===== src/rtl/decode_issue_sequencer_if.sv =====
// Fetch/decode/writeback bundle for decode_issue_sequencer.
// master = environment (fetch, writeback, resume); slave = the sequencer.
interface decode_issue_sequencer_if #(
  parameter int ILEN  = 32,
  parameter int NREGS = 32
);
  localparam int RW = $clog2(NREGS);

  logic             fetch_valid;
  logic [ILEN-1:0]  fetch_instr;
  logic             fetch_ready;
  logic [ILEN-1:0]  dec_instr;
  logic             dec_enable;
  logic             wb_valid;
  logic [RW-1:0]    wb_rd;
  logic             resume;
  logic             halted;
  logic [NREGS-1:0] busy_mask;
  logic [15:0]      stall_cnt;

  modport master (
    output fetch_valid, fetch_instr, wb_valid, wb_rd, resume,
    input  fetch_ready, dec_instr, dec_enable, halted, busy_mask, stall_cnt
  );

  modport slave (
    input  fetch_valid, fetch_instr, wb_valid, wb_rd, resume,
    output fetch_ready, dec_instr, dec_enable, halted, busy_mask, stall_cnt
  );
endinterface


===== src/rtl/decode_issue_sequencer.sv =====
// Issue sequencer: one-entry hold buffer feeding the decoder, RAW/WAW scoreboard, EBREAK drain/halt.
// Scoreboard only when DECODE_SEQ_SCOREBOARD_EN is defined; otherwise dependent spacing is software's job.
module decode_issue_sequencer #(
  parameter int ILEN  = 32,
  parameter int NREGS = 32
) (
  input  logic clk,
  input  logic rst,
  decode_issue_sequencer_if.slave bus
);
  localparam logic [ILEN-1:0] EBREAK = ILEN'(32'h00100073);

  typedef enum logic [1:0] {RUN, DRAIN, HALT} state_e;

  state_e           state_q, state_d;
  logic             hold_valid_q, hold_valid_d;
  logic [ILEN-1:0]  hold_instr_q, hold_instr_d;
  logic [ILEN-1:0]  dec_instr_q, dec_instr_d;
  logic             dec_enable_q, dec_enable_d;
  logic [15:0]      stall_cnt_q, stall_cnt_d;
  logic [NREGS-1:0] busy_mask;
  logic             hazard;
  logic             issue_now;
  logic             fetch_ready;
  logic             is_ebreak;

  assign is_ebreak = (hold_instr_q == EBREAK);

`ifdef DECODE_SEQ_SCOREBOARD_EN
  logic [NREGS-1:0] busy_q, busy_d;
  logic [4:0]       rd, rs1, rs2;
  logic [6:0]       opcode;
  logic             is_dest;

  assign rd     = hold_instr_q[11:7];
  assign rs1    = hold_instr_q[19:15];
  assign rs2    = hold_instr_q[24:20];
  assign opcode = hold_instr_q[6:0];
  // Stores and branches carry an immediate in the rd slot, not a destination.
  assign is_dest = (rd != 5'd0) && (opcode != 7'b0100011) && (opcode != 7'b1100011);
  assign hazard  = hold_valid_q &&
                   (busy_q[rs1] || busy_q[rs2] || (is_dest && busy_q[rd]));
  assign busy_mask = busy_q;

  always_comb begin
    busy_d = busy_q;
    if (bus.wb_valid && (bus.wb_rd != '0)) busy_d[bus.wb_rd] = 1'b0;
    // Applied after the writeback clear so a same-cycle issue to the same register wins.
    if (issue_now && is_dest) busy_d[rd] = 1'b1;
    busy_d[0] = 1'b0;
  end

  always_ff @(posedge clk) begin
    if (!rst) busy_q <= '0;
    else      busy_q <= busy_d;
  end
`else
  logic unused_wb;
  assign unused_wb = ^{bus.wb_valid, bus.wb_rd};
  assign hazard    = 1'b0;
  assign busy_mask = '0;
`endif

  always_comb begin
    state_d   = state_q;
    issue_now = 1'b0;
    unique case (state_q)
      RUN: begin
        if (hold_valid_q && is_ebreak)    state_d = DRAIN;
        else if (hold_valid_q && !hazard) issue_now = 1'b1;
      end
      DRAIN: begin
        if (busy_mask == '0) begin
          issue_now = 1'b1;
          state_d   = HALT;
        end
      end
      HALT: begin
        if (bus.resume) state_d = RUN;
      end
      default: state_d = RUN;
    endcase
  end

  // issue_now depends only on registered state, so ready never combinationally loops to valid.
  assign fetch_ready = (state_q == RUN) && (!hold_valid_q || issue_now);

  always_comb begin
    hold_valid_d = hold_valid_q;
    hold_instr_d = hold_instr_q;
    if (issue_now) hold_valid_d = 1'b0;
    if (bus.fetch_valid && fetch_ready) begin
      hold_valid_d = 1'b1;
      hold_instr_d = bus.fetch_instr;
    end
    dec_enable_d = issue_now;
    dec_instr_d  = issue_now ? hold_instr_q : dec_instr_q;
    stall_cnt_d  = stall_cnt_q;
    if ((state_q == RUN) && hazard && (stall_cnt_q != 16'hFFFF))
      stall_cnt_d = stall_cnt_q + 16'd1;
  end

  always_ff @(posedge clk) begin
    if (!rst) begin
      state_q      <= RUN;
      hold_valid_q <= 1'b0;
      hold_instr_q <= '0;
      dec_instr_q  <= '0;
      dec_enable_q <= 1'b0;
      stall_cnt_q  <= '0;
    end else begin
      state_q      <= state_d;
      hold_valid_q <= hold_valid_d;
      hold_instr_q <= hold_instr_d;
      dec_instr_q  <= dec_instr_d;
      dec_enable_q <= dec_enable_d;
      stall_cnt_q  <= stall_cnt_d;
    end
  end

  assign bus.fetch_ready = fetch_ready;
  assign bus.dec_instr   = dec_instr_q;
  assign bus.dec_enable  = dec_enable_q;
  assign bus.halted      = (state_q == HALT);
  assign bus.busy_mask   = busy_mask;
  assign bus.stall_cnt   = stall_cnt_q;
endmodule


===== src/flat_wrapper.sv =====
// flat-port wrapper written by rule: the top's interface ports become plain ports
module decode_issue_sequencer_flat 
#(
  parameter int ILEN  = 32,
  parameter int NREGS = 32
)
  (clk, rst, bus_fetch_valid, bus_fetch_instr, bus_wb_valid, bus_wb_rd, bus_resume, bus_fetch_ready, bus_dec_instr, bus_dec_enable, bus_halted, bus_busy_mask, bus_stall_cnt);
  decode_issue_sequencer_if #(.ILEN(ILEN), .NREGS(NREGS)) bus_i ();
  input  logic clk;
  input  logic rst;
  input wire logic [$bits(bus_i.fetch_valid)-1:0] bus_fetch_valid;
  input wire logic [$bits(bus_i.fetch_instr)-1:0] bus_fetch_instr;
  input wire logic [$bits(bus_i.wb_valid)-1:0] bus_wb_valid;
  input wire logic [$bits(bus_i.wb_rd)-1:0] bus_wb_rd;
  input wire logic [$bits(bus_i.resume)-1:0] bus_resume;
  output wire logic [$bits(bus_i.fetch_ready)-1:0] bus_fetch_ready;
  output wire logic [$bits(bus_i.dec_instr)-1:0] bus_dec_instr;
  output wire logic [$bits(bus_i.dec_enable)-1:0] bus_dec_enable;
  output wire logic [$bits(bus_i.halted)-1:0] bus_halted;
  output wire logic [$bits(bus_i.busy_mask)-1:0] bus_busy_mask;
  output wire logic [$bits(bus_i.stall_cnt)-1:0] bus_stall_cnt;
  assign bus_i.fetch_valid = bus_fetch_valid;
  assign bus_i.fetch_instr = bus_fetch_instr;
  assign bus_i.wb_valid = bus_wb_valid;
  assign bus_i.wb_rd = bus_wb_rd;
  assign bus_i.resume = bus_resume;
  assign bus_fetch_ready = bus_i.fetch_ready;
  assign bus_dec_instr = bus_i.dec_instr;
  assign bus_dec_enable = bus_i.dec_enable;
  assign bus_halted = bus_i.halted;
  assign bus_busy_mask = bus_i.busy_mask;
  assign bus_stall_cnt = bus_i.stall_cnt;
  decode_issue_sequencer #(.ILEN(ILEN), .NREGS(NREGS)) u_core (.clk(clk), .rst(rst), .bus(bus_i));
endmodule

===== config.mk =====
export PLATFORM = sky130hd
export DESIGN_NAME = decode_issue_sequencer_flat
export DESIGN_NICKNAME = d
export VERILOG_FILES = /design/src/rtl/decode_issue_sequencer_if.sv /design/src/rtl/decode_issue_sequencer.sv /design/src/flat_wrapper.sv
export SDC_FILE = /design/constraint.sdc
export NUM_CORES = 1
export LEC_CHECK = 0
export ABC_AREA = 1
export BUFFER_PORTS_ARGS = -buffer_cell sky130_fd_sc_hd__buf_2
export CAP_MARGIN = 20
export CORE_AREA = 2 2 125 127
export CTS_BUF_LIST = sky130_fd_sc_hd__clkbuf_4 sky130_fd_sc_hd__clkbuf_8 sky130_fd_sc_hd__clkbuf_16
export CTS_CLUSTER_DIAMETER = 60
export DETAILED_ROUTE_END_ITERATION = 12
export DIE_AREA = 0 0 127 129
export PLACE_DENSITY = 0.5
export SLEW_MARGIN = 10
export SYNTH_ARGS = -nofsm -noshare
export SYNTH_HDL_FRONTEND = slang
export SYNTH_SLANG_ARGS = --single-unit
export TNS_END_PERCENT = 30

===== constraint.sdc =====
create_clock -name clk -period 1.8 [get_ports clk]
set_input_delay 0.18 -clock clk [delete_from_list [all_inputs] [get_ports clk]]
set_output_delay 0.18 -clock clk [all_outputs]
set_load 0.02 [all_outputs]

# Word level (Yosys, flattened, before mapping)
# Index checks and enable logic that the tools add are counted.
dict set report totals {
  inputBits 42
  elab_cells 26
  reg_bits 68
}
dict set report op_classes {
  n_eq_ne 5
  n_reduce_logical 8
  mux 8
}
# operator n
set ops {}
lappend ops {{$eq 32x21->1 const B} 1}
lappend ops {{$pmux 2 s3} 1}
lappend ops {{$mux 1} 4}
lappend ops {{$mux 2} 2}
lappend ops {{$logic_and 1x1->1} 3}
lappend ops {{$eq 2x1->1 const B} 1}
lappend ops {{$eq 2x2->1 const B} 1}
lappend ops {{$logic_not 2->1} 1}
lappend ops {{$ne 2x1->1 const B} 1}
lappend ops {{$ne 2x2->1 const B} 1}
lappend ops {{$pmux 1 s2} 1}
lappend ops {{$reduce_and 2->1} 1}
lappend ops {{$reduce_bool 2->1} 1}
lappend ops {{$logic_not 1->1} 1}
lappend ops {{$logic_or 1x1->1} 1}

# Logic depth before layout (Yosys ltp)
dict set report logic_depth {
  ltp_word 8
  depth_mapped 11
  mapped_depth_nobuf 10
}

# Least setup slack after synthesis
# OpenSTA, ideal clock, no wires.
dict set report synth_path {
  path_kind {register -> output}
  startpoint {register u_core.state_q[1]}
  endpoint {output bus_fetch_ready}
  t_required_ns 1.620
  setup_slack_ns 0.291
  path_stages_with_launch 5
  arrival_ns 1.329
  path_buffers 1
  cell_sequence {dfxtp_1 > nor2_1 > clkbuf_1 > inv_1 > a21oi_1}
}
dict set report synth_between {
  elab_chain_len 4
  word_cells_on_any_way 5
  cone_classes {eq/ne (1); mux (1); reduce/logical (3)}
}
# item line_no
set synth_lines {}
lappend synth_lines {{start, declared} decode_issue_sequencer.sv:15} ;# state_e state_q, state_d;
lappend synth_lines {{start signal, assigned} decode_issue_sequencer.sv:112} ;# state_q <= state_d;
lappend synth_lines {{$eq 2x1->1 or $logic_not 2->1 (tied branches)} {decode_issue_sequencer.sv:67, decode_issue_sequencer.sv:86}}
lappend synth_lines {{$pmux 1 s2} decode_issue_sequencer.sv:67} ;# unique case (state_q)
lappend synth_lines {{$logic_or 1x1->1} decode_issue_sequencer.sv:86} ;# assign fetch_ready = (state_q == RUN) && (!hold_valid_q || issue_now);
lappend synth_lines {{$logic_and 1x1->1 (*)} decode_issue_sequencer.sv:86}
lappend synth_lines {{end, declared} flat_wrapper.sv:16} ;# output wire logic [$bits(bus_i.fetch_ready)-1:0] bus_fetch_ready;
# Mark *: on every way between the ends. The rest lies on a longest branch, timed or not.

# Final worst setup path
dict set report layout_path {
  startpoint {register u_core.hold_instr_q[6]}
  endpoint {output bus_fetch_ready}
}
dict set report layout_between {
  elab_chain_len 6
}
# item line_no
set layout_lines {}
lappend layout_lines {{start, declared} decode_issue_sequencer.sv:17} ;# logic [ILEN-1:0] hold_instr_q, hold_instr_d;
lappend layout_lines {{start signal, assigned} decode_issue_sequencer.sv:114} ;# hold_instr_q <= hold_instr_d;
lappend layout_lines {{$eq 32x21->1} decode_issue_sequencer.sv:27} ;# assign is_ebreak = (hold_instr_q == EBREAK);
lappend layout_lines {{$logic_and 1x1->1} decode_issue_sequencer.sv:69} ;# if (hold_valid_q && is_ebreak) state_d = DRAIN;
lappend layout_lines {{$mux 1} decode_issue_sequencer.sv:69}
lappend layout_lines {{$pmux 1 s2} decode_issue_sequencer.sv:67}
lappend layout_lines {{$logic_or 1x1->1} decode_issue_sequencer.sv:86}
lappend layout_lines {{$logic_and 1x1->1} decode_issue_sequencer.sv:86}
# Every way passes these cells.

==> results.sh <==
export IMPL_ios=125
export IMPL_clkPwrFrac_pct=42.5
export IMPL_cts_setup_buffers=0
export IMPL_grt_ovfl_total=0
export IMPL_n_antenna_cell=0
export IMPL_yosysTopAreaCell="dfxtp_1"
export IMPL_antenna_found_initial=1
export IMPL_p_sw_mw=1.128
export IMPL_ir_drop_mv=0.3875
export IMPL_path_cells="nand2_1, nor2_2, nand4_1, nor2_1, a21oi_1, buf_2"
export IMPL_power_density_nw_per_um2=932.9
export IMPL_synthArstFlopShare_pct=0
export IMPL_nets=665
export IMPL_fp_coreArea_um2=14980
export IMPL_vias=3129
export IMPL_synth_seq_area_share_pct=37.02
export IMPL_p_sw_share_pct=27.28
export IMPL_grt_max_degree=25
export IMPL_clock_sinks=68
export IMPL_cts_buffer_depth=2
export IMPL_p_int_mw=3.007
export IMPL_wl_um=8986
export IMPL_netlist_area_um2=3677
export IMPL_critPathKind="reg -> out"
export IMPL_placed_area_um2=4134
export IMPL_final_cell_area_um2=4432
export IMPL_synth_cell_types=22
export IMPL_firstDrtPassIters=4
export IMPL_setup_viol=0
export IMPL_path_clk_slew_ns=0.05
export IMPL_netlist_area_leader_share_pct=37.02
export IMPL_rsz0062_at_grt="false"
export IMPL_cp_start_kind="register"
export IMPL_cts_root_buf="clkbuf_16"
export IMPL_drcViolationCount=0
export IMPL_synthTopCellsByArea="dfxtp_1 (37%), nand2_1 (12%), nor2_1 (11%)"
export IMPL_syn2layout_area_growth_pct=20.52
export IMPL_grt_pass1_wl_um=14490
export IMPL_dp_hpwl_um=6584
export IMPL_status="finished clean"
export IMPL_ys_ff_latch=68
export IMPL_drive_gt1_share_pct=18.85
export IMPL_rows=45
export IMPL_hold_class="in -> reg"
export IMPL_syn_inst=553
export IMPL_cts_tree="yes"
export IMPL_timing_max_cap_violations=0
export IMPL_maxSlewViolCount=0
export IMPL_finClkSkew_ns=0.006934
export IMPL_combinationalPowerShare_pct=17.0
export IMPL_fmax_ghz=0.6151
export IMPL_worstPathArrival_ns=1.45
export IMPL_synth_ff_type="dfxtp_1"
export IMPL_p_seq_share_pct=40.5
export IMPL_wl_per_cell_um=11.04
export IMPL_drtIter0Drc=161
export IMPL_grt_total_usage_pct=11.25
export IMPL_initial_core_util_pct=24.55
export IMPL_yosysMostFrequentCell="nand2_1"
export IMPL_setup_tns_ns=0
export IMPL_end_kind="primary output"
export IMPL_avgSynthCellArea_um2=6.650
export IMPL_slowest_delay_ns=0.35
export IMPL_grt_pass1_vias=2823
export IMPL_gp_congestion=0.7643
export IMPL_p_leak_nw=2.487
export IMPL_die_w_um=127
export IMPL_crit_fanout=3
export IMPL_fin_crit_ns=1.626
export IMPL_slowest_stage="dfxtp_1"
export IMPL_synth_edff_count=0
export IMPL_die_y_um=129
export IMPL_die_area_um2=16380
export IMPL_htreeDepth=3
export IMPL_worstPathRequired_ns=1.62
export IMPL_io_buffers=70
export IMPL_ys_top_cells_by_count="nand2_1 (118), nor2_1 (105), inv_1 (79), dfxtp_1 (68), buf_4 (52)"
export IMPL_antenna_left=0
export IMPL_viasPerCell=3.844
export IMPL_cts_buffers=9
export IMPL_clk_latency_ns=0.32
export IMPL_final_hold_viol_count=0
export IMPL_period_share_pct=90.32
export IMPL_ys_warnings_count=0
[layout make-up]
type,count,area [um2]
timing repair buffer,89,555.5
tap,188,235.2
inverter,101,379.1
sequential,68,1361
clock buffer,12,260.3
fill,1683,10550
clock inverter,2,35.03
multi-input combinational,354,1605
[layer usage]
layer  up-vias  wire length (um)  track usage [%]  part of all wire (%)
li1       1696                 -                -                     -
met1      1349              4596            15.18                    51
met2        78              3931            17.84                    44
met3         6               358            2.370                   4.0
met4         0                99            4.072                   1.1
met5         -                 0                0                     0
[repair_timing]
item / in CTS / in global routing
setup endpoints to repair: 0 / 1
resized for setup: 0 / 1
hold buffers: 0 / 0
[power groups by stage]
stage	Sequential [mW]	Combinational, mW	Clock [mW]
finish	1.67	0.705	1.76
global route	1.69	0.798	1.87
CTS	1.67	0.711	1.81
detailed placement	1.70	0.707	0
global placement	1.70	0.710	0
floorplan	1.76	0.520	0
[through the flow]
step                      total power, mW  utilization, %  setup slack (ns)  cells  hold slack (ns)
after global placement              2.414           27.60            0.2513    800           0.4628
after CTS                           4.199           29.57            0.1288    814           0.1236
after global routing                4.355           29.59           0.02923    814           0.1279
after detailed placement            2.412           27.60            0.2506    800           0.4667
final                               4.135           29.59            0.1742    814           0.1318
after floorplan                     2.283               -            0.2910    600           0.3478
[kinds of logic after synthesis]
| family | count (synthesis) | synth area share [%] |
|---|---|---|
| other | 1 | 0.1020 |
| AND/OR/NAND/NOR | 302 | 37.70 |
| AO/OA/AOI/OAI | 4 | 0.9186 |
| flip-flops | 68 | 37.02 |
| buffers and inverters | 178 | 24.26 |
[worst max-delay path, delay by kind of cell, from the launching register on]
kind,cells,cell delay (ns)
AO/OA/AOI/OAI,1,0.08
buffers and inverters,1,0.17
flip-flops,1,0.35
AND/OR/NAND/NOR,4,0.52
[final timing paths]
| kind | from | endpoint | slack, ns | cells after the start |
|---|---|---|---|---|
| hold reg to reg | u_core.hold_instr_q[27] | u_core.bus.dec_instr[27] | 0.48 | 2 |
| setup / recovery | u_core.hold_instr_q[6] | bus_fetch_ready | 0.17 | 6 |
| hold / removal | bus_resume | u_core.state_q[1] | 0.13 | 4 |
| setup reg to reg | u_core.hold_instr_q[25] | u_core.bus.dec_instr[13] | 0.24 | 10 |
[placed cells by master, fill, tap and decap left out, types with 2 or more instances in the layout]
master,n
a21oi_1,3
inv_1,79
nand4_1,34
nor2_2,6
clkinv_1,21
nor2_1,103
nand2_2,3
nand2_1,118
clkbuf_8,2
nand3b_1,32
buf_12,5
nor2_4,2
nand3_2,2
clkbuf_16,9
dfxtp_1,68
buf_4,14
conb_1,48
buf_2,70
[registers in the layout, summed over array words and instances (netlist names)]
| register | flops |
|---|---|
| u_core.state_q | 2 |
| u_core.hold_instr_q | 32 |
| u_core.bus.dec_instr | 32 |
| u_core.hold_valid_q | 1 |
| u_core.bus.dec_enable | 1 |
Note: power is estimated with default switching activity, not from simulation.
